<file path="src/rtl/line_char_arbiter.sv">
// ---------------------------------------------------------------------------
// line_char_arbiter
//
// Purpose:
//   Shares the single character stream into vga_display between two
//   byte-producing sources. A grant covers one whole line, so text from the
//   two sources never interleaves within a display row. The block also paces
//   emissions, forces a newline at the display width, and takes the grant
//   back from a source that stops sending for too long.
//
// Parameters:
//   PACE     - minimum clocks between consecutive data_valid strobes (>= 1)
//   LINE_MAX - maximum non-newline characters per line, tag bytes included
//   TIMEOUT  - cycles the granted source may hold valid low before its line
//              is terminated with a forced newline (>= 2)
//
// Ports:
//   clk        - system clock
//   rst        - synchronous active-high reset
//   s0_data    - source 0 byte
//   s0_valid   - source 0 byte available
//   s0_ready   - source 0 byte accepted this cycle when s0_valid is high
//   s1_data    - source 1 byte
//   s1_valid   - source 1 byte available
//   s1_ready   - source 1 byte accepted this cycle when s1_valid is high
//   char_data  - registered byte to display (holds between strobes)
//   data_valid - registered one-cycle strobe qualifying char_data
//   grant_src  - index of the currently or most recently granted source
//   busy       - high whenever the arbiter is not idle
//
// Build option:
//   LINE_TAG_EN - when defined, each line is prefixed with "0:" or "1:"
//                 naming its source; the two tag bytes count toward
//                 LINE_MAX. When undefined, a grant goes straight to
//                 passing source bytes and no prefix is emitted.
// ---------------------------------------------------------------------------
module line_char_arbiter #(
  parameter int PACE     = 4,
  parameter int LINE_MAX = 80,
  parameter int TIMEOUT  = 1024
) (
  input  logic       clk,
  input  logic       rst,
  input  logic [7:0] s0_data,
  input  logic       s0_valid,
  output logic       s0_ready,
  input  logic [7:0] s1_data,
  input  logic       s1_valid,
  output logic       s1_ready,
  output logic [7:0] char_data,
  output logic       data_valid,
  output logic       grant_src,
  output logic       busy
);

  localparam int COL_W  = $clog2(LINE_MAX + 1);
  localparam int TO_W   = $clog2(TIMEOUT + 1);
  localparam int PACE_W = (PACE > 1) ? $clog2(PACE) : 1;

  localparam logic [COL_W-1:0]  COL_LIMIT   = COL_W'(LINE_MAX);
  localparam logic [TO_W-1:0]   TO_LIMIT    = TO_W'(TIMEOUT);
  localparam logic [PACE_W-1:0] PACE_RELOAD = PACE_W'(PACE - 1);

  localparam logic [7:0] CHAR_NL    = 8'h0A;
  localparam logic [7:0] CHAR_SPACE = 8'h20;

  localparam logic [2:0] ST_IDLE     = 3'd0;
`ifdef LINE_TAG_EN
  localparam logic [2:0] ST_TAG_ID   = 3'd1;
  localparam logic [2:0] ST_TAG_SEP  = 3'd2;
  localparam logic [7:0] CHAR_COLON  = 8'h3A;
`endif
  localparam logic [2:0] ST_PASS     = 3'd3;
  localparam logic [2:0] ST_FORCE_NL = 3'd4;

  logic [2:0]        state_q, state_d;
  logic              grant_q, grant_d;
  logic              last_q, last_d;
  logic [COL_W-1:0]  col_q, col_d;
  logic [TO_W-1:0]   to_q, to_d;
  logic [PACE_W-1:0] pace_q, pace_d;
  logic [7:0]        char_q, char_d;
  logic              dv_q, dv_d;

  logic              paceZero;
  logic              passReady;
  logic              selValid;
  logic [7:0]        selData;
  logic              xfer;
  logic [COL_W-1:0]  colNext;
  logic [TO_W-1:0]   toNext;

  // Only the granted source is looked at; the other one simply sees ready
  // low, so its pending byte waits rather than being lost.
  assign selValid  = grant_q ? s1_valid : s0_valid;
  assign selData   = grant_q ? s1_data  : s0_data;
  assign paceZero  = (pace_q == '0);
  assign passReady = (state_q == ST_PASS) && paceZero;
  assign xfer      = passReady && selValid;

  assign s0_ready  = passReady && !grant_q;
  assign s1_ready  = passReady &&  grant_q;

  // Increments are computed once here so the compare against the limit uses
  // the value the counter is about to take.
  assign colNext = col_q + 1'b1;
  assign toNext  = (to_q == TO_LIMIT) ? to_q : to_q + 1'b1;

  assign char_data  = char_q;
  assign data_valid = dv_q;
  assign grant_src  = grant_q;
  assign busy       = (state_q != ST_IDLE);

  // Next-state logic. Every emission reloads the pace counter, and every
  // emitting state waits for it to reach zero first, so tag bytes and forced
  // newlines obey the same spacing as source bytes.
  always_comb begin
    state_d = state_q;
    grant_d = grant_q;
    last_d  = last_q;
    col_d   = col_q;
    to_d    = to_q;
    char_d  = char_q;
    dv_d    = 1'b0;
    pace_d  = paceZero ? pace_q : pace_q - 1'b1;

    case (state_q)
      ST_IDLE: begin
        if (s0_valid || s1_valid) begin
          // On a tie the source that did not own the previous line wins.
          if (s0_valid && s1_valid) begin
            grant_d = ~last_q;
          end else begin
            grant_d = s1_valid;
          end
          col_d = '0;
          to_d  = '0;
`ifdef LINE_TAG_EN
          state_d = ST_TAG_ID;
`else
          state_d = ST_PASS;
`endif
        end
      end

`ifdef LINE_TAG_EN
      ST_TAG_ID: begin
        if (paceZero) begin
          char_d  = {7'b0011000, grant_q};
          dv_d    = 1'b1;
          pace_d  = PACE_RELOAD;
          col_d   = colNext;
          state_d = ST_TAG_SEP;
        end
      end

      ST_TAG_SEP: begin
        if (paceZero) begin
          char_d  = CHAR_COLON;
          dv_d    = 1'b1;
          pace_d  = PACE_RELOAD;
          col_d   = colNext;
          state_d = ST_PASS;
        end
      end
`endif

      ST_PASS: begin
        if (xfer) begin
          // A transfer always wins over a timeout landing in the same cycle.
          char_d = selData;
          dv_d   = 1'b1;
          pace_d = PACE_RELOAD;
          to_d   = '0;
          if (selData == CHAR_NL) begin
            last_d  = grant_q;
            state_d = ST_IDLE;
          end else begin
            col_d = colNext;
            if (colNext == COL_LIMIT) begin
              state_d = ST_FORCE_NL;
            end
          end
        end else if (!selValid) begin
          to_d = toNext;
          if (toNext == TO_LIMIT) begin
            state_d = ST_FORCE_NL;
          end
        end
      end

      ST_FORCE_NL: begin
        // Terminates the line on the source's behalf; nothing is consumed.
        if (paceZero) begin
          char_d  = CHAR_NL;
          dv_d    = 1'b1;
          pace_d  = PACE_RELOAD;
          last_d  = grant_q;
          state_d = ST_IDLE;
        end
      end

      default: begin
        state_d = ST_IDLE;
      end
    endcase
  end

  // State registers. last_q resets to 1 so source 0 wins the first tie.
  always_ff @(posedge clk) begin
    if (rst) begin
      state_q <= ST_IDLE;
      grant_q <= 1'b0;
      last_q  <= 1'b1;
      col_q   <= '0;
      to_q    <= '0;
      pace_q  <= '0;
      char_q  <= CHAR_SPACE;
      dv_q    <= 1'b0;
    end else begin
      state_q <= state_d;
      grant_q <= grant_d;
      last_q  <= last_d;
      col_q   <= col_d;
      to_q    <= to_d;
      pace_q  <= pace_d;
      char_q  <= char_d;
      dv_q    <= dv_d;
    end
  end

endmodule

</file>
<file path="config.mk">
export PLATFORM = sky130hd
export DESIGN_NAME = line_char_arbiter
export DESIGN_NICKNAME = d
export VERILOG_FILES = /design/src/rtl/line_char_arbiter.sv
export SDC_FILE = /design/constraint.sdc
export NUM_CORES = 1
export LEC_CHECK = 0
export BUFFER_PORTS_ARGS = -buffer_cell sky130_fd_sc_hd__buf_2
export CORE_MARGIN = 4
export CORE_UTILIZATION = 51
export CTS_CLUSTER_SIZE = 28
export DETAILED_ROUTE_END_ITERATION = 8
export MAX_ROUTING_LAYER = met4
export PLACE_DENSITY_LB_ADDON = 0.08
export SKIP_LAST_GASP = 1
export SYNTH_ARGS = -nofsm -noshare
export SYNTH_HDL_FRONTEND = slang
export SYNTH_SLANG_ARGS = --single-unit
</file>
<file path="constraint.sdc">
create_clock -name clk -period 2.4 [get_ports clk]
set_input_delay 0.36 -clock clk [delete_from_list [all_inputs] [get_ports clk]]
set_output_delay 0.36 -clock clk [all_outputs]
set_load 0.01 [all_outputs]
</file>
# Word level (Yosys, flattened, before mapping)
# Cells that the tools add are included.
# Widths: inputs -> output; s select.
op_classes:
  mux: 34
  bitwise_logic: 1
  reduce_logical: 18
  add_sub_neg: 3
  eq_ne: 14
ops:
  columns: ["operator", "count"]
  rows:
  - ["$mux 11", 4]
  - ["$mux 8", 3]
  - ["$eq 11x11->1 const B", 2]
  - ["$pmux 11 s2", 1]
  - ["$mux 3", 7]
  - ["$mux 7", 3]
  - ["$pmux 8 s2", 1]
  - ["$pmux 7 s2", 1]
  - ["$add 11x1->11 const B", 1]
  - ["$pmux 3 s3", 1]
  - ["$eq 8x4->1 const B", 1]
  - ["$ne 2x2->1 const B", 4]
  - ["$reduce_and 4->1", 2]
  - ["$add 7x1->7 const B", 1]
  - ["$eq 7x7->1 const B", 1]
  - ["$mux 1", 7]
  - ["$mux 2", 3]
  - ["$reduce_and 3->1", 2]
  - ["$logic_and 1x1->1", 5]
  - ["$reduce_and 5->1", 1]
  - ["$ne 4x2->1 const B", 1]
  - ["$pmux 1 s2", 2]
  - ["$pmux 2 s2", 1]
  - ["$reduce_bool 2->1", 2]
  - ["13 further kinds", 13]
word_totals:
  wordCells: 78
  inputBits: 20
  output_inout_bits: 13
  ff_bits: 34

# Logic depth before layout (Yosys ltp)
logic_depth:
  depth_word: 7
  ltp_mapped: 9
  depth_no_buf: 8

# Least setup slack after synthesis
# No wires, ideal clock.
synth_timing:
  path_kind: "register to register"
  start: "reg to_q[0]"
  end: "reg state_q[2]"
  t_required_ps: 2314
  path_slack_ps: 100
  arrival_ps: 2213
  stages_incl_launch_ff: 9
  path_buffers: 1
  synth_period_minus_slack_ps: 2300
  setup_ps: 86
  path_cell_list: "dfxtp_1 -> ha_1 -> buf_2 -> nand4_1 -> or4_4 -> a2111oi_2 -> nor4b_2 -> o21ai_1 -> a221oi_2"
synth_via:
  elab_chain_len: 5
  word_cells_on_any_way: 6
  cone_classes: "1 x add/sub; 3 x eq/ne; 1 x mux; 1 x reduce/logical"
synth_lines:
  columns: ["item", "line_no", "rtl"]
  rows:
  - ["start, declared", "80", "logic [TO_W-1:0] to_q, to_d;"]
  - ["start signal, assigned", "225", "to_q <= to_d;"]
  - ["$add 11x1->11 / $eq 11x11->1 (equally long branches)", "107", "assign toNext = (to_q == TO_LIMIT) ? to_q : to_q + 1'b1;"]
  - ["$mux 11 (*)", "107", null]
  - ["$eq 11x11->1 (*)", "186", "if (toNext == TO_LIMIT) begin"]
  - ["$ne 3x2->1 (no line) (*)", null, null]
  - ["$reduce_and 5->1 (no line) (*)", null, null]
  - ["end signal, assigned", "221", "state_q <= state_d;"]
  - ["end, declared", "76", "logic [2:0] state_q, state_d;"]
# Every way passes the cells marked *; elsewhere a longest branch is shown, timed or not.
# A chain may end at the register's enable or synchronous reset.

# Final worst setup path
# Same ends and word-level chain as after synthesis.

==> results.cfg <==
[layout]
post-route-util_pct = 62.5
area_growth_pct = 18.6
drive_gt1_share_pct = 23.6
diodes = 0
fin_nets = 334

[power]
power.density_nw_per_um2 = 898
power_frac_seq_pct = 31.2
switching_share_pct = 40.3
p_sw_mw = 0.904
ir_drop_uv = 623
p_int_mw = 1.34
clkPwrFrac_pct = 18.5
p_comb_share_pct = 50.3
p_leak_nw = 1.00

[synthesis]
synth_top_area_share_pct = 31.4
yosysTopAreaCell = dfxtp_1
synth_fp_nets = 292
synth-async-reset-ratio_pct = 0
ys_types = 55
syn-cell-area_um2 = 2110
synth.area.top_cells = dfxtp_1, ha_1, nor2_1
synth_edf_count = 0
avgSynthCellArea_um2 = 8.01
seq_area_frac_synth_pct = 31.4
synthCells = 263
synthFlopType = dfxtp_1
ys_seq_elements = 33
yosysWarnings = 0

[global_routing]
grt_use_total_pct = 21.4
grt_pass1_wl_mm = 8.81
grt_antenna_before_repair = 0
grt_pass1_vias = 1963
grt_start_max_net_pins = 35
grt_overflow_total = 0

[hold_path]
min_path_type = input port to flip-flop

[route]
avgViaCountPerCell = 5.67
drc_errors = 0
ant_nets = 0
dr.pass1.iters = 4
post_drt_wl_per_cell_um = 14.1
drt_iter0_drc = 169
routed_wirelength_mm = 4.99
vias = 2014

[critical_path]
crit_slowest_cell = or4_4
critPathLaunchType = flip-flop
max_stage_delay_ns = 0.45
cp.arrival_ns = 2.44
end_kind = flip-flop
worstSetupPathType = flip-flop to flip-flop
crit_chain = ha_1 > nand4_1 > or4_4 > a2111oi_2 > nor4b_4 > o21ai_1 > a221oi_2
cp.required_ns = 2.59
cp_max_fo = 2

[clock_tree]
root_buffer = clkbuf_8
path_clk_slew_ns = 0.07
cts_tree = yes
ctsHtreeMaxLevel = 2
clockBufferDepth = 2
clk_latency_ns = 0.28
cts_setup_buffers = 0
numCtsBuffers = 5
numClockSinks = 33
cts_resized = 0
postCtsHoldBufs = 0

[timing]
finalHoldViolCount = 0
fmax_mhz = 444
slew_headroom_pct = 51.1
layout_min_cycle_time_ns = 2.25
finalClockSkew_ns = 0.00426
maxSlewViolCount = 0
period_share_pct = 93.9
hold-worst-slack_ns = 0.369
tightestPinTransition_ns = 0.732
setup_viol = 0

[outcome]
outcome = completed

[floorplanning]
core_um2 = 4000
start_util_pct = 52.7
ioPinCount = 33
die_y_um = 72.3
dieWidth_um = 72.3
row_count = 23
dieArea_um2 = 5220

[flow_run]
cap_violations = 0

[placement]
post-dp-hpwl_mm = 3.67
gp_congestion = 0.830
portBuffers = 32
per-layer routing:
layer,GRT usage (%),wire [µm],vias to the layer above
met5,-,0,-
met2,33.3,2420,42
li1,-,-,1036
met3,4.16,210,5
met1,28.3,2310,931
met4,6.26,47,0
synthesized netlist by cell type (all sizes together), types with 2 or more instances:
library cell	number
dfxtp	33
nor2	30
a21oi	22
o21ai	21
inv	12
nand2	12
mux2i	10
clkbuf	9
ha	9
nand3	9
nand2b	8
buf	7
nor3	7
a22oi	6
nand4	5
or3	5
a21o	4
and2	4
and3	4
nor4b	4
a221oi	3
a31oi	3
mux2	3
xnor2	3
a311oi	2
nor2b	2
nor3b	2
o22ai	2
o31a	2
or2	2
or4	2
or4b	2
flip-flops by register name (all words and copies together) (netlist names):
name	count
data_valid	1
state_q	2
char_data	8
pace_q	2
col_q	7
last_q	1
grant_src	1
to_q	11
kinds of logic after synthesis:
logic type               synth area share, %
XOR/XNOR                                1.25
AO/OA/AOI/OAI                           23.2
adder cells (fa/ha/maj)                 5.34
AND/OR/NAND/NOR                         27.1
multiplexers                            6.35
flip-flops                              31.4
buffers and inverters                   5.40
power groups by stage:
stage          Sequential [mW]  Clock (mW)  Combinational (mW)
2_1_floorplan            0.729           0               0.751
3_3_place_gp             0.704           0                1.12
3_5_place_dp             0.706           0                1.13
4_1_cts                  0.697       0.427                1.14
5_1_grt                  0.710       0.450                1.28
6_report                 0.699       0.416                1.13
path summary, 6_finish.rpt:
kind / from / end / slack [ns] / cells past startpoint
max: to_q[0]$_SDFFE_PP0P_ / state_q[2]$_SDFFE_PP0P_ / 0.15 / 7
min: s1_valid / grant_src$_SDFFE_PP0P_ / 0.37 / 3
max reg2reg: to_q[0]$_SDFFE_PP0P_ / state_q[2]$_SDFFE_PP0P_ / 0.15 / 7
min reg2reg: char_data[3]$_SDFFE_PP0P_ / char_data[3]$_SDFFE_PP0P_ / 0.47 / 2
cells in the final DEF (no fill, tap or decap), types with 5 or more instances in the layout:
master	instances
nand2_1	12
a21oi_1	22
o21ai_0	20
ha_1	9
mux2i_1	10
nand3_1	9
a22oi_1	6
buf_4	19
dfxtp_1	33
nor2_1	30
nor3_1	7
inv_1	12
clkbuf_8	6
buf_2	32
nand2b_1	8
or3_1	5
stage by stage:
step / std cells / setup TNS, ns / setup WS, ns / total power [mW] / area [µm²]
after floorplan: 263 / 0 / 0.100 / 1.48 / 2110
after global placement: 348 / 0 / 0.224 / 1.83 / 2400
after detailed placement: 348 / 0 / 0.135 / 1.84 / 2400
after CTS: 355 / 0 / 0.121 / 2.26 / 2490
after global routing: 355 / -0.00146 / -0.00146 / 2.44 / 2500
final: 355 / 0 / 0.147 / 2.24 / 2500
worst max-delay path: cells and delay by family (launching register included):
family          cells  cell delay [ns]
fa+ha+maj           1             0.17
flops               1             0.34
compound gates      3             0.77
simple gates        3             0.87
cell type report:
class / instances / area, µm²
timing repair buffer: 51 / 303
tap: 50 / 62.6
inverter: 12 / 45.0
multi-input combinational: 202 / 1340
clock buffer: 7 / 86.3
sequential: 33 / 661
fill: 378 / 1500
Note: power is estimated with default switching activity, not from simulation.
